## config.mk

```make
export PLATFORM = sky130hd
export DESIGN_NAME = life_scan
export DESIGN_NICKNAME = d
export VERILOG_FILES = /design/src/rtl/life_scan.sv
export SDC_FILE = /design/constraint.sdc
export NUM_CORES = 1
export LEC_CHECK = 0
export ABC_AREA = 1
export BUFFER_PORTS_ARGS = -buffer_cell sky130_fd_sc_hd__buf_2
export CELL_PAD_IN_SITES_DETAIL_PLACEMENT = 1
export CELL_PAD_IN_SITES_GLOBAL_PLACEMENT = 1
export CORE_ASPECT_RATIO = 0.8
export CORE_MARGIN = 4
export CORE_UTILIZATION = 40
export CTS_CLUSTER_DIAMETER = 30
export DETAILED_ROUTE_END_ITERATION = 8
export PLACE_DENSITY = 0.88
export SLEW_MARGIN = 30
export SYNTH_ARGS = -nofsm -noshare
export SYNTH_HDL_FRONTEND = slang
export SYNTH_SLANG_ARGS = --single-unit
```

## constraint.sdc

```tcl
create_clock -name clk -period 1.6 [get_ports clk]
set_clock_uncertainty 0.05 [all_clocks]
set_input_delay 0.08 -clock clk [delete_from_list [all_inputs] [get_ports clk]]
set_output_delay 0.08 -clock clk [all_outputs]
set_load 0.005 [all_outputs]
```

## src/rtl/life_scan.sv

```systemverilog
// life_scan: raster scan sequencer for the Life cell array.
// Walks an X-by-Y grid one cell per clock, column first. It produces the
// per-frame generation-advance flag (single step or timed run) and a
// cursor-addressed single-cycle cell-flip pulse. Key inputs are plain
// levels; every key acts once per rising edge.
module life_scan #(
  parameter int X     = 8,
  parameter int Y     = 8,
  parameter int LOG2X = 3,
  parameter int LOG2Y = 3,
  parameter int PW    = 8
) (
  input  logic             clk,
  input  logic             reset,
  input  logic             key_step,
  input  logic             key_run,
  input  logic             key_flip,
  input  logic             key_left,
  input  logic             key_right,
  input  logic             key_up,
  input  logic             key_down,
  input  logic [PW-1:0]    period,
  output logic [LOG2X-1:0] col,
  output logic [LOG2Y-1:0] row,
  output logic             frame_end,
  output logic             nxt_bit,
  output logic             cell_flip,
  output logic             running,
  output logic [LOG2X-1:0] cur_x,
  output logic [LOG2Y-1:0] cur_y
);

  localparam logic [LOG2X-1:0] XMAX = LOG2X'(X - 1);
  localparam logic [LOG2Y-1:0] YMAX = LOG2Y'(Y - 1);

  // Bit positions inside the packed key vector
  localparam int K_STEP  = 0;
  localparam int K_RUN   = 1;
  localparam int K_FLIP  = 2;
  localparam int K_LEFT  = 3;
  localparam int K_RIGHT = 4;
  localparam int K_UP    = 5;
  localparam int K_DOWN  = 6;
  localparam int KN      = 7;

  logic [KN-1:0]    keys;
  logic [KN-1:0]    key_s_q;
  logic [KN-1:0]    key_prev_q;
  logic [KN-1:0]    req;

  logic [LOG2X-1:0] col_q, col_d;
  logic [LOG2Y-1:0] row_q, row_d;
  logic             frame_end_q, frame_end_d;

  logic             running_q, running_d;
  logic [PW-1:0]    cnt_q, cnt_d;
  logic             timer_fire;

  logic             step_pend_q, step_pend_d;
  logic             step_set;
  logic             nxt_q, nxt_d;

  logic [LOG2X-1:0] cur_x_q, cur_x_d;
  logic [LOG2Y-1:0] cur_y_q, cur_y_d;

  logic             flip_pend_q, flip_pend_d;
  logic             flip_hit;

  assign keys = {key_down, key_up, key_right, key_left, key_flip, key_run, key_step};

  // Key sampling and history; both start at 1 so keys held through reset stay silent
  always_ff @(posedge clk) begin
    if (!reset) begin
      key_s_q    <= '1;
      key_prev_q <= '1;
    end else begin
      key_s_q    <= keys;
      key_prev_q <= key_s_q;
    end
  end

  assign req = key_s_q & ~key_prev_q;

  // Scan position: column advances every cycle, row on column wrap
  always_comb begin
    col_d = col_q + LOG2X'(1);
    row_d = row_q;
    if (col_q == XMAX) begin
      col_d = '0;
      row_d = (row_q == YMAX) ? '0 : row_q + LOG2Y'(1);
    end
    // Registered flag that marks the last cell of the frame
    frame_end_d = (col_d == XMAX) && (row_d == YMAX);
  end

  // Run mode toggle and frame-period timer
  always_comb begin
    running_d  = running_q ^ req[K_RUN];
    timer_fire = running_q & frame_end_q & (cnt_q == period);
    cnt_d      = cnt_q;
    if (req[K_RUN] && !running_q) begin
      cnt_d = '0;
    end else if (running_q && frame_end_q) begin
      cnt_d = (cnt_q == period) ? '0 : cnt_q + PW'(1);
    end
  end

  // Step requests collect during the frame and are committed at its last cell
  always_comb begin
    step_set    = req[K_STEP] | timer_fire;
    nxt_d       = nxt_q;
    step_pend_d = step_pend_q | step_set;
    if (frame_end_q) begin
      nxt_d       = step_pend_q | step_set;
      step_pend_d = 1'b0;
    end
  end

  // Cursor movement with wrap; opposing keys on one axis cancel
  always_comb begin
    cur_x_d = cur_x_q;
    cur_y_d = cur_y_q;
    if (req[K_LEFT] && !req[K_RIGHT]) begin
      cur_x_d = (cur_x_q == '0) ? XMAX : cur_x_q - LOG2X'(1);
    end else if (req[K_RIGHT] && !req[K_LEFT]) begin
      cur_x_d = (cur_x_q == XMAX) ? '0 : cur_x_q + LOG2X'(1);
    end
    if (req[K_UP] && !req[K_DOWN]) begin
      cur_y_d = (cur_y_q == '0) ? YMAX : cur_y_q - LOG2Y'(1);
    end else if (req[K_DOWN] && !req[K_UP]) begin
      cur_y_d = (cur_y_q == YMAX) ? '0 : cur_y_q + LOG2Y'(1);
    end
  end

  // Flip fires when the scan reaches the live cursor; decoded purely from registers
  always_comb begin
    flip_hit    = flip_pend_q && (col_q == cur_x_q) && (row_q == cur_y_q);
    flip_pend_d = flip_hit ? 1'b0 : (flip_pend_q | req[K_FLIP]);
  end

  // State registers for scan, run control, step, cursor and flip
  always_ff @(posedge clk) begin
    if (!reset) begin
      col_q       <= '0;
      row_q       <= '0;
      frame_end_q <= 1'b0;
      running_q   <= 1'b0;
      cnt_q       <= '0;
      step_pend_q <= 1'b0;
      nxt_q       <= 1'b0;
      cur_x_q     <= '0;
      cur_y_q     <= '0;
      flip_pend_q <= 1'b0;
    end else begin
      col_q       <= col_d;
      row_q       <= row_d;
      frame_end_q <= frame_end_d;
      running_q   <= running_d;
      cnt_q       <= cnt_d;
      step_pend_q <= step_pend_d;
      nxt_q       <= nxt_d;
      cur_x_q     <= cur_x_d;
      cur_y_q     <= cur_y_d;
      flip_pend_q <= flip_pend_d;
    end
  end

  assign col       = col_q;
  assign row       = row_q;
  assign frame_end = frame_end_q;
  assign nxt_bit   = nxt_q;
  assign cell_flip = flip_hit;
  assign running   = running_q;
  assign cur_x     = cur_x_q;
  assign cur_y     = cur_y_q;

endmodule

```

==> impl_metrics.ini <==
[run_status]
status = completed

[route]
drtIter0Drc = 37
drc = 0
vias = 1712
via_per_inst = 4.76
routed_wl_um = 4720
wire_per_inst_um = 13.1
first_pass_iters = 4
ant_nets = 0

[cells_and_area]
fin_area_um2 = 2420
layout-drive-gt1-share = 0.260
area_growth_pct = 26.8
stdcell_count = 360
num_antenna_cells = 0
final_nets = 333

[yosys]
syn_inst = 248
ys_types = 27
ys_ff_latch = 39
yosysSeqAreaShare = 0.409
synth_warnings = 0
synth_nets = 282
syn-cell-area_um2 = 1910
synth_top_area_frac = 0.409
ys_top_cells_by_area = dfxtp_1 41%, ha_1 11%, inv_1 8.5%
yosysTopAreaCell = dfxtp_1
postSynthAreaPerCell_um2 = 7.70

[floorplanning]
core_area_um2 = 4600
initial_core_util = 0.415
rows = 22
dieHeight_um = 69.8
die_w_um = 85.2
die_area_um2 = 5950
io_pins = 33

[flow_run]
drv_cap = 0

[setup_path]
crit_fanout = 3
end_kind = output pin
startpoint_type = flip-flop
critPathArrivalTime_ns = 1.36
r2r_cells = 6
path_class = flip-flop to output pin
crit_required_ns = 1.47

[timing]
fin_hold_ws_ns = 0.138
max_slew.worst_pin.slew_ns = 0.526
period_share = 0.933
period_needed_ns = 1.49
hold_viol_final = 0
max_slew_margin = 0.649
fmax_ghz = 0.670
setup_viol = 0
slew_violations = 0

[clock_tree]
clk_path_buf_depth = 2
clock-sinks = 39
h-tree-depth = 2
root_buffer = clkbuf_8
cts_buffers = 5
clock_latency_ns = 0.29
clk_pin_slew_worst_paths_ns = 0.08
cts_tree = done

[pwr]
vdd_drop_max_v = 0.000745
p_leak_nw = 1.22
power_density_nw_per_um2 = 887

[place]
dp.cells = 343
port_buffers = 32
postPlaceCellArea_um2 = 2170
routabilityCongestion = 0.802
dp_hpwl_um = 3450

[worst_hold_path]
holdPathStages = 3
holdCritPathClass = input pin to flip-flop

[global_route]
grt_pass1_wl_um = 8250
antenna_found_initial = 0
grt_pass1_vias = 1822
track_usage = 0.170
grt_max_degree = 17
grt_overflow = 0
-- power breakdown --
| group | internal [W] | switching [W] |
|---|---|---|
| Clock | 0.000505 | 0.000338 |
| Combinational | 0.000124 | 0.000138 |
| Sequential | 0.00101 | 0.0000323 |
| Total | 0.00164 | 0.000509 |
-- worst max-delay path, cell delays in order, from the launching register on --
cell     delay [ns]
dfxtp_1        0.41
inv_1          0.10
a21oi_1        0.14
nand3_1        0.12
nor2_2         0.17
buf_2          0.14
-- per-layer routing --
metal,track usage,wire length (um),up-vias
met5,0,0,-
met1,0.209,2140,803
met3,0.0416,173,6
met4,0.0475,54,0
met2,0.295,2340,25
li1,-,-,878
-- cells by family after synthesis --
kind of cell | after synthesis | synth area share
flops | 39 | 0.409
xor+xnor | 9 | 0.0413
buf+inv | 47 | 0.0944
fa+ha+maj | 17 | 0.111
simple gates | 101 | 0.239
compound gates | 35 | 0.105
-- worst paths after layout --
kind | from | to | slack, ns
worst min-delay path | reset | key_prev_q[0] | 0.14
worst min register to register | key_s_q[4] | key_prev_q[4] | 0.37
worst max register to register | key_s_q[4] | cur_x[1] | 0.15
worst max-delay path | col[2] | cell_flip | 0.11
-- what timing repair did --
| item | in CTS | in global routing |
|---|---|---|
| gates resized for setup | 2 | 19 |
| endpoints found under the setup margin | 1 | 3 |
| endpoints found under the hold margin | 7 | 0 |
| buffers inserted | 1 | 1 |
| hold buffers | 7 | 0 |
| pin swaps | 1 | 3 |
-- flip-flops by register name (all words and copies together) (netlist names), 3 cells and up --
name,cells
cur_y,3
cnt_q,8
key_s_q,7
row,3
col,3
key_prev_q,7
cur_x,3
-- synthesized netlist by cell type --
cell / n
o21ai_4: 1
a211oi_1: 1
dfxtp_1: 39
xor2_1: 6
nand3_1: 7
a31oi_1: 2
nor3_1: 3
o211ai_1: 1
nand2_1: 40
o22ai_1: 1
clkbuf_1: 2
nand3_2: 1
ha_1: 17
or2_1: 1
xnor2_1: 3
or2_2: 9
o31ai_1: 2
inv_2: 1
inv_1: 43
buf_4: 1
nand2_4: 1
nor3_2: 1
nor3_4: 1
o21ai_0: 15
nand4_1: 3
a21oi_1: 12
nor2_1: 34
-- through the flow --
stage	worst slack [ns]	total power [W]	utilization	setup TNS, ns
after floorplan	0.158	0.00120	-	0
after global placement	0.190	0.00128	0.473	0
after detailed placement	0.0514	0.00129	0.473	0
after CTS	0.0329	0.00216	0.516	0
after global routing	-0.00894	0.00226	0.527	-0.00894
final	0.108	0.00215	0.527	0
-- placed cells by master (no fill, tap or decap), types with 9 or more instances in the layout --
cell type / synthesis / final
a21oi_1: 12 / 11
buf_2: 0 / 32
or2_2: 9 / 9
inv_1: 43 / 40
nor2_1: 34 / 33
dfxtp_1: 39 / 33
ha_1: 17 / 16
nand2_1: 40 / 39
o21ai_0: 15 / 12
-- layout make-up --
| class | instances | area, um2 |
|---|---|---|
| clock buffer | 6 | 82.6 |
| clock inverter | 2 | 35.0 |
| sequential | 39 | 791 |
| fill | 587 | 2180 |
| tap | 60 | 75.1 |
| inverter | 44 | 165 |
| multi-input combinational | 162 | 978 |
| timing repair buffer | 47 | 294 |
Note: power is estimated with default switching activity, not from simulation.
